<file path="config.mk">
export PLATFORM = sky130hd
export DESIGN_NAME = hazard_ctrl_flat
export DESIGN_NICKNAME = d
export VERILOG_FILES = /design/src/rtl/hazard_pkg.sv /design/src/rtl/hazard_ctrl_if.sv /design/src/rtl/fwd_prio_enc.sv /design/src/rtl/hazard_ctrl.sv /design/src/flat_wrapper.sv
export SDC_FILE = /design/constraint.sdc
export NUM_CORES = 1
export LEC_CHECK = 0
export ABC_CLOCK_PERIOD_IN_PS = 7970
export CAP_MARGIN = 25
export CORE_ASPECT_RATIO = 0.75
export CORE_MARGIN = 5
export CORE_UTILIZATION = 42
export CTS_CLUSTER_DIAMETER = 30
export DETAILED_ROUTE_END_ITERATION = 12
export PLACE_DENSITY = 0.68
export SYNTH_ARGS = -nofsm -noshare
export SYNTH_HDL_FRONTEND = slang
export SYNTH_HIERARCHICAL = 1
export SYNTH_SLANG_ARGS = --single-unit
</file>
<file path="constraint.sdc">
create_clock -name clk -period 7.97 [get_ports clk]
set_input_delay 2.391 -clock clk [delete_from_list [all_inputs] [get_ports clk]]
set_output_delay 2.391 -clock clk [all_outputs]
set_load 0.01 [all_outputs]
</file>
<file path="src/rtl/hazard_pkg.sv">
// Shared types for the ID-stage hazard controller: stall-cause encodings and
// the per-stage scoreboard entry.
package hazard_pkg;

  typedef enum logic [1:0] {
    CAUSE_RUN   = 2'd0,
    CAUSE_LU    = 2'd1,
    CAUSE_MEM   = 2'd2,
    CAUSE_FLUSH = 2'd3
  } stall_cause_e;

  typedef struct packed {
    logic       valid;
    logic       we;
    logic [4:0] rd;
    logic       is_load;
  } sb_entry_t;

  localparam logic [15:0] STALL_CNT_MAX = 16'hFFFF;

endpackage

</file>
<file path="src/rtl/hazard_ctrl_if.sv">
// ID-stage request and hazard-response bundle; master drives the ID
// instruction, slave (the controller) returns stall/forward decisions.
interface hazard_ctrl_if #(
  parameter int NUM_SRC   = 2,
  parameter int FWD_DEPTH = 3,
  parameter int SELW      = $clog2(FWD_DEPTH + 1)
);
  logic                      id_valid;
  logic [NUM_SRC*5-1:0]      id_rs;
  logic [NUM_SRC-1:0]        id_re;
  logic [4:0]                id_rd;
  logic                      id_we;
  logic                      id_is_load;
  logic                      flush;
  logic                      mem_busy;
  logic                      stall_if;
  logic                      stall_id;
  logic                      bubble_ex;
  logic [NUM_SRC*SELW-1:0]   fwd_sel;
  logic [1:0]                stall_cause;
  logic [15:0]               stall_cnt;

  modport master (
    output id_valid, id_rs, id_re, id_rd, id_we, id_is_load, flush, mem_busy,
    input  stall_if, stall_id, bubble_ex, fwd_sel, stall_cause, stall_cnt
  );

  modport slave (
    input  id_valid, id_rs, id_re, id_rd, id_we, id_is_load, flush, mem_busy,
    output stall_if, stall_id, bubble_ex, fwd_sel, stall_cause, stall_cnt
  );
endinterface

</file>
<file path="src/rtl/fwd_prio_enc.sv">
// Per-source-port priority match against the scoreboard: picks the youngest
// writing stage and flags a load result that is not yet forwardable.
module fwd_prio_enc
  import hazard_pkg::*;
#(
  parameter int FWD_DEPTH = 3,
  parameter int LOAD_LAT  = 1,
  parameter int SELW      = $clog2(FWD_DEPTH + 1)
) (
  input  logic                        re_i,
  input  logic [4:0]                  rs_i,
  input  sb_entry_t [FWD_DEPTH-1:0]   sb_i,
  output logic [SELW-1:0]             sel_o,
  output logic                        lu_o
);

  // Scan from the youngest stage; the first hit wins.
  always_comb begin
    logic found;
    logic hit;
    sel_o = '0;
    lu_o  = 1'b0;
    found = 1'b0;
    hit   = 1'b0;
    for (int k = 1; k <= FWD_DEPTH; k++) begin
      hit = re_i && (rs_i != 5'd0) && sb_i[k-1].valid && sb_i[k-1].we &&
            (sb_i[k-1].rd == rs_i) && !found;
      if (hit) begin
        sel_o = SELW'(k);
        lu_o  = sb_i[k-1].is_load && (k <= LOAD_LAT);
        found = 1'b1;
      end else begin
        found = found;
      end
    end
  end

endmodule

</file>
<file path="src/rtl/hazard_ctrl.sv">
// Pipeline hazard controller: tracks downstream writers, selects forwarding
// paths, and arbitrates mem_busy / flush / load-use stalls.
module hazard_ctrl
  import hazard_pkg::*;
#(
  parameter int NUM_SRC   = 2,
  parameter int FWD_DEPTH = 3,
  parameter int LOAD_LAT  = 1
) (
  input  logic         clk,
  input  logic         reset,
  hazard_ctrl_if.slave bus
);

  localparam int SELW = $clog2(FWD_DEPTH + 1);

  sb_entry_t [FWD_DEPTH-1:0] sb_q, sb_d;
  stall_cause_e              cause_q, cause_d;
  logic [15:0]               cnt_q, cnt_d;

  logic [NUM_SRC-1:0]      port_lu_s;
  logic [NUM_SRC*SELW-1:0] fwd_sel_s;
  logic                    mem_s, flush_s, lu_s, stall_id_s;
  sb_entry_t               stage1_s;

  for (genvar i = 0; i < NUM_SRC; i++) begin : g_port
    fwd_prio_enc #(
      .FWD_DEPTH (FWD_DEPTH),
      .LOAD_LAT  (LOAD_LAT),
      .SELW      (SELW)
    ) u_enc (
      .re_i  (bus.id_re[i]),
      .rs_i  (bus.id_rs[5*i +: 5]),
      .sb_i  (sb_q),
      .sel_o (fwd_sel_s[SELW*i +: SELW]),
      .lu_o  (port_lu_s[i])
    );
  end

  // Gating with reset keeps every stall output low while reset is held,
  // even if mem_busy or flush are asserted by upstream logic.
  always_comb begin
    mem_s      = reset && bus.mem_busy;
    flush_s    = reset && !bus.mem_busy && bus.flush;
    lu_s       = reset && !bus.mem_busy && !bus.flush && bus.id_valid && (|port_lu_s);
    stall_id_s = mem_s || lu_s;
  end

  assign bus.stall_if    = stall_id_s;
  assign bus.stall_id    = stall_id_s;
  assign bus.bubble_ex   = flush_s || lu_s;
  assign bus.fwd_sel     = fwd_sel_s;
  assign bus.stall_cause = cause_q;
  assign bus.stall_cnt   = cnt_q;

  // Next-state: freeze on mem_busy, otherwise shift with a bubble or the ID op.
  always_comb begin
    sb_d     = sb_q;
    cause_d  = CAUSE_RUN;
    stage1_s = '0;
    if (flush_s || lu_s) begin
      stage1_s = '0;
    end else begin
      stage1_s = '{valid: bus.id_valid, we: bus.id_we, rd: bus.id_rd, is_load: bus.id_is_load};
    end
    if (mem_s) begin
      cause_d = CAUSE_MEM;
    end else begin
      sb_d[0] = stage1_s;
      for (int k = 1; k < FWD_DEPTH; k++) begin
        sb_d[k] = sb_q[k-1];
      end
      if (flush_s) begin
        cause_d = CAUSE_FLUSH;
      end else if (lu_s) begin
        cause_d = CAUSE_LU;
      end else begin
        cause_d = CAUSE_RUN;
      end
    end
    if (stall_id_s && (cnt_q != STALL_CNT_MAX)) begin
      cnt_d = cnt_q + 16'd1;
    end else begin
      cnt_d = cnt_q;
    end
  end

  // State registers.
  always_ff @(posedge clk or negedge reset) begin
    if (!reset) begin
      sb_q    <= '0;
      cause_q <= CAUSE_RUN;
      cnt_q   <= 16'd0;
    end else begin
      sb_q    <= sb_d;
      cause_q <= cause_d;
      cnt_q   <= cnt_d;
    end
  end

endmodule
</file>
<file path="src/flat_wrapper.sv">
// flat-port wrapper written by rule: the top's interface ports become plain ports
module hazard_ctrl_flat import hazard_pkg::*;
#(
  parameter int NUM_SRC   = 2,
  parameter int FWD_DEPTH = 3,
  parameter int LOAD_LAT  = 1
)
  (clk, reset, bus_id_valid, bus_id_rs, bus_id_re, bus_id_rd, bus_id_we, bus_id_is_load, bus_flush, bus_mem_busy, bus_stall_if, bus_stall_id, bus_bubble_ex, bus_fwd_sel, bus_stall_cause, bus_stall_cnt);
  hazard_ctrl_if #(.NUM_SRC(NUM_SRC), .FWD_DEPTH(FWD_DEPTH)) bus_i ();
  input  logic clk;
  input  logic reset;
  input wire logic [$bits(bus_i.id_valid)-1:0] bus_id_valid;
  input wire logic [$bits(bus_i.id_rs)-1:0] bus_id_rs;
  input wire logic [$bits(bus_i.id_re)-1:0] bus_id_re;
  input wire logic [$bits(bus_i.id_rd)-1:0] bus_id_rd;
  input wire logic [$bits(bus_i.id_we)-1:0] bus_id_we;
  input wire logic [$bits(bus_i.id_is_load)-1:0] bus_id_is_load;
  input wire logic [$bits(bus_i.flush)-1:0] bus_flush;
  input wire logic [$bits(bus_i.mem_busy)-1:0] bus_mem_busy;
  output wire logic [$bits(bus_i.stall_if)-1:0] bus_stall_if;
  output wire logic [$bits(bus_i.stall_id)-1:0] bus_stall_id;
  output wire logic [$bits(bus_i.bubble_ex)-1:0] bus_bubble_ex;
  output wire logic [$bits(bus_i.fwd_sel)-1:0] bus_fwd_sel;
  output wire logic [$bits(bus_i.stall_cause)-1:0] bus_stall_cause;
  output wire logic [$bits(bus_i.stall_cnt)-1:0] bus_stall_cnt;
  assign bus_i.id_valid = bus_id_valid;
  assign bus_i.id_rs = bus_id_rs;
  assign bus_i.id_re = bus_id_re;
  assign bus_i.id_rd = bus_id_rd;
  assign bus_i.id_we = bus_id_we;
  assign bus_i.id_is_load = bus_id_is_load;
  assign bus_i.flush = bus_flush;
  assign bus_i.mem_busy = bus_mem_busy;
  assign bus_stall_if = bus_i.stall_if;
  assign bus_stall_id = bus_i.stall_id;
  assign bus_bubble_ex = bus_i.bubble_ex;
  assign bus_fwd_sel = bus_i.fwd_sel;
  assign bus_stall_cause = bus_i.stall_cause;
  assign bus_stall_cnt = bus_i.stall_cnt;
  hazard_ctrl #(.NUM_SRC(NUM_SRC), .FWD_DEPTH(FWD_DEPTH), .LOAD_LAT(LOAD_LAT)) u_core (.clk(clk), .reset(reset), .bus(bus_i));
endmodule
</file>
After elaboration in Yosys (flattened, before gate mapping) --
Index checks and enable logic that the tools add are counted.
Operators by class: eq/ne operators 7, muxes and demuxes 20, reduce and logical (&&, ||, !) cells 42, $add $sub $neg 1
Operator list (count):
- logical AND 1 bit | 31
- == test 5 bit | 6
- adder 16 x 1 -> 16 bit (second input constant) | 1
- != test 16 bit (second input constant) | 1
- two-way mux 1 bit | 13
- two-way mux 2 bit | 6
- nonzero test 5 bit | 2
- two-way mux 8 bit | 1
- zero test 1 bit | 6
- logical OR 1 bit | 2
- OR reduction 2 bit | 1
Word-level totals: register bits 40

Longest topological paths before layout --
depth in word-level cells 17, mapped depth 10, mapped depth without buffers 9

Hierarchy --
The synthesis kept the hierarchy.
By module, submodules not included:
- hazard_ctrl | area an instance 1749.2 µm², cells an instance 134, instances 1
- fwd_prio_enc | area an instance 227.7 µm², cells an instance 30, instances 2

Least setup slack after synthesis --
No wires, ideal clock.
path type input to output, start input bus_id_rs[6], end output bus_stall_if, arrival time 4.048 ns, stages on the path 8, setup slack 1.531 ns, path buffers 1, cell sequence or4_1 > o21ai_2 > nor3_1 > and2_1 > o21ai_0 > o21ai_0 > and2_1 > buf_4
On the way: cells in the longest elaborated chain, start to end 15
Ends and longest elaborated chain:
- start: declaration | line flat_wrapper.sv:13 | input wire logic [$bits(bus_i.id_rs)-1:0] bus_id_rs;
- nonzero test 5 bit | line fwd_prio_enc.sv:26 | hit = re_i && (rs_i != 5'd0) && sb_i[k-1].valid && sb_i[k-1].we &&
- logical AND 1 bit (4 in series) | line fwd_prio_enc.sv:26
- two-way mux 1 bit | line fwd_prio_enc.sv:28 | if (hit) begin
- zero test 1 bit | line fwd_prio_enc.sv:27 | (sb_i[k-1].rd == rs_i) && !found;
- logical AND 1 bit | line fwd_prio_enc.sv:27
- two-way mux 1 bit | line fwd_prio_enc.sv:28
- zero test 1 bit | line fwd_prio_enc.sv:27
- logical AND 1 bit | line fwd_prio_enc.sv:27
- two-way mux 1 bit * | line fwd_prio_enc.sv:28
- via u_core.port_lu_s[1] | line hazard_ctrl.sv:21 | logic [NUM_SRC-1:0] port_lu_s;
- OR reduction 2 bit * | line hazard_ctrl.sv:45 | lu_s = reset && !bus.mem_busy && !bus.flush && bus.id_valid && (|port_lu_s);
- logical AND 1 bit * | line hazard_ctrl.sv:45
- logical OR 1 bit * | line hazard_ctrl.sv:46 | stall_id_s = mem_s || lu_s;
- end: declaration | line flat_wrapper.sv:20 | output wire logic [$bits(bus_i.stall_if)-1:0] bus_stall_if;
Mark *: on every way through the listed nets, which the timed path passes. The rest lies on a longest branch.

Worst setup path after layout --
start input bus_id_rs[1], end output bus_stall_if
The elaborated chain is that of the path after synthesis.

==> reports/metrics.json <==
{
  "chipHeight": {"value": 71.7, "unit": "um"},
  "final_net_count": {"value": 265},
  "globalRouteTotalUtil": {"value": 14.8, "unit": "%"},
  "mappedNetlistArea": {"value": 2130, "unit": "um^2"},
  "first_pass_grt_wire_length": {"value": 7690, "unit": "um"},
  "cp-end-kind": {"value": "primary output"},
  "post-route-util": {"value": 56.0, "unit": "%"},
  "clock_path_buffers": {"value": 2},
  "finalWorstPathRequiredPeriod": {"value": 7.48, "unit": "ns"},
  "drt_first_iter_violations": {"value": 105},
  "number_of_global_route_vias_before_repair": {"value": 1519},
  "vdd_ir_drop_max": {"value": 0.122, "unit": "mV"},
  "worst_hold_path_type": {"value": "reg -> reg"},
  "tritoncts.num_buffers": {"value": 5},
  "multi_input_area": {"value": 1090, "unit": "um^2"},
  "crit_arrival": {"value": 5.09, "unit": "ns"},
  "fp.coreArea": {"value": 4900, "unit": "um^2"},
  "place.detailed.instances": {"value": 293},
  "p_leak": {"value": 1.10, "unit": "nW"},
  "via_count": {"value": 1580},
  "htreeDepth": {"value": 2},
  "setup_viol": {"value": 0},
  "starting_density_of_the_core": {"value": 43.5, "unit": "%"},
  "post-route-drc-count": {"value": 0},
  "grt_setup_unrepaired": {"value": "no"},
  "design_area": {"value": 2740, "unit": "um^2"},
  "final.period_utilization": {"value": 93.9, "unit": "%"},
  "postSynthCellCount": {"value": 190},
  "cp.required": {"value": 5.58, "unit": "ns"},
  "wl": {"value": 4720, "unit": "um"},
  "timing.slew.headroom": {"value": 38.4, "unit": "%"},
  "place.port_buffers": {"value": 48},
  "pre_cts_ws": {"value": 0.466, "unit": "ns"},
  "finish.cell_count_without_fillers": {"value": 301},
  "totalPowerFinal": {"value": 544, "unit": "uW"},
  "finalWeightedCongestion": {"value": 0.792},
  "synthesis.area_per_instance": {"value": 11.2, "unit": "um^2"},
  "post_cts_resize_count": {"value": 0},
  "worstPathMaxFanout": {"value": 5},
  "timing.clock.skew": {"value": 0.00509, "unit": "ns"},
  "cts_setup_buffers": {"value": 0},
  "grt_antenna_before_repair": {"value": 0},
  "fin_setup_tns": {"value": 0, "unit": "ns"},
  "grt_max_degree": {"value": 45},
  "slew_violations": {"value": 0},
  "post_syn_nets": {"value": 215},
  "finalWorstSetupSlack": {"value": 0.487, "unit": "ns"},
  "wl_per_cell": {"value": 15.7, "unit": "um"},
  "power_per_unit_of_standard_cell_area": {"value": 198, "unit": "nW/um^2"},
  "grt_overflow": {"value": 0},
  "root_buffer": {"value": "sky130_fd_sc_hd__clkbuf_8"},
  "place_area": {"value": 2650, "unit": "um^2"},
  "clk-insertion-delay-late": {"value": 0.29, "unit": "ns"},
  "worst_slew_pin_slew": {"value": 0.924, "unit": "ns"},
  "sequential_cell_area": {"value": 1000, "unit": "um^2"},
  "hpwl": {"value": 3630, "unit": "um"},
  "total_clock_sinks": {"value": 40},
  "n_antenna_cell": {"value": 0},
  "antenna_violating_nets_post_route": {"value": 0},
  "worstSetupStartpointType": {"value": "primary input"},
  "worstSetupPathType": {"value": "in -> out"},
  "final.hold.worst_slack": {"value": 0.489, "unit": "ns"},
  "area_growth": {"value": 28.6, "unit": "%"},
  "fillerInstances": {"value": 435},
  "hold_viol_final": {"value": 0},
  "achievable-frequency": {"value": 0.134, "unit": "GHz"},
  "outcome": {"value": "finished clean"},
  "max_cap_viol_count": {"value": 0},
  "dieArea": {"value": 6620, "unit": "um^2"},
  "detail_route.first_pass.iterations": {"value": 4},
  "cts_hold_repair.buffers": {"value": 0},
  "synthesis_warning_total": {"value": 6},
  "std_cell_rows": {"value": 22},
  "chipWidth": {"value": 92.3, "unit": "um"},
  "post_route_cells_drive_above_1_share": {"value": 12.9, "unit": "%"},
  "clkTransAtPathRegs": {"value": 0.08, "unit": "ns"},
  "drt-vias-per-instance": {"value": 5.25},
  "io_count": {"value": 49},
  "tritoncts": {"value": "done"}
}
==> area by class of cell <==
type | count | area share (%)
Clock buffer | 8 | 3.28
Inverter | 2 | 0.274
Multi-Input combinational cell | 142 | 39.6
Sequential cell | 40 | 36.5
Tap cell | 60 | 2.74
Timing Repair Buffer | 49 | 17.6
==> critical path, cell delays in order <==
cell                              delay, ns
sky130_fd_sc_hd__clkdlybuf4s50_1       0.50
sky130_fd_sc_hd__or4_1                 0.61
sky130_fd_sc_hd__o21ai_2               0.20
sky130_fd_sc_hd__nor3_1                0.11
sky130_fd_sc_hd__and2_1                0.16
sky130_fd_sc_hd__o21ai_0               0.21
sky130_fd_sc_hd__o21ai_0               0.17
sky130_fd_sc_hd__and2_1                0.25
sky130_fd_sc_hd__clkdlybuf4s50_1       0.50
==> report_power, final <==
| group | total (mW) | switching (mW) | internal (mW) |
|---|---|---|---|
| logic | 0.136 | 0.0545 | 0.0816 |
| registers | 0.271 | 0.0398 | 0.231 |
| clock network | 0.138 | 0.0670 | 0.0706 |
| total | 0.544 | 0.161 | 0.383 |
==> sequential cells by signal, summed over array words and instances, names as in the netlist <==
name,cells
u_core/sb_q,22
u_core/bus.stall_cnt,16
u_core/bus.stall_cause,2
==> placed cells by master (no fill, tap or decap), types with 4 or more instances in the layout <==
cell and instances:
sky130_fd_sc_hd__clkdlybuf4s50_1 47, sky130_fd_sc_hd__dfrtp_1 40, sky130_fd_sc_hd__xnor2_1 37, sky130_fd_sc_hd__mux2_2 14, sky130_fd_sc_hd__nand4_1 12, sky130_fd_sc_hd__nand3_1 9
sky130_fd_sc_hd__nand2_1 9, sky130_fd_sc_hd__a22o_1 8, sky130_fd_sc_hd__xor2_1 7, sky130_fd_sc_hd__nor2_1 7, sky130_fd_sc_hd__clkbuf_8 6, sky130_fd_sc_hd__nor3_1 6
sky130_fd_sc_hd__and3_1 4, sky130_fd_sc_hd__and2_1 4
==> per-layer routing <==
layer	share of wire [%]	GRT usage, %	wire, um
met5	0	0	0
met4	0.95	3.95	45
met3	4.6	4.41	216
met2	42	20.9	2010
met1	52	22.1	2450
==> path summary, 6_finish.rpt <==
kind	startpoint	endpoint	slack, ns	cells after the start
setup / recovery	bus_id_rs[1]	bus_stall_if	0.49	9
hold / removal	u_core/bus.stall_cnt[15]$_DFFE_PN0P_	u_core/bus.stall_cnt[15]$_DFFE_PN0P_	0.49	1
setup reg to reg	u_core/sb_q[2]$_DFFE_PN0N_	u_core/bus.stall_cnt[1]$_DFFE_PN0P_	5.43	8
hold reg to reg	u_core/bus.stall_cnt[15]$_DFFE_PN0P_	u_core/bus.stall_cnt[15]$_DFFE_PN0P_	0.49	1
max in group asynchronous	reset	u_core/bus.stall_cause[0]$_DFF_PN0_	5.35	2
min in group asynchronous	reset	u_core/bus.stall_cnt[1]$_DFFE_PN0P_	2.26	2
Note: power is estimated with default switching activity, not from simulation.
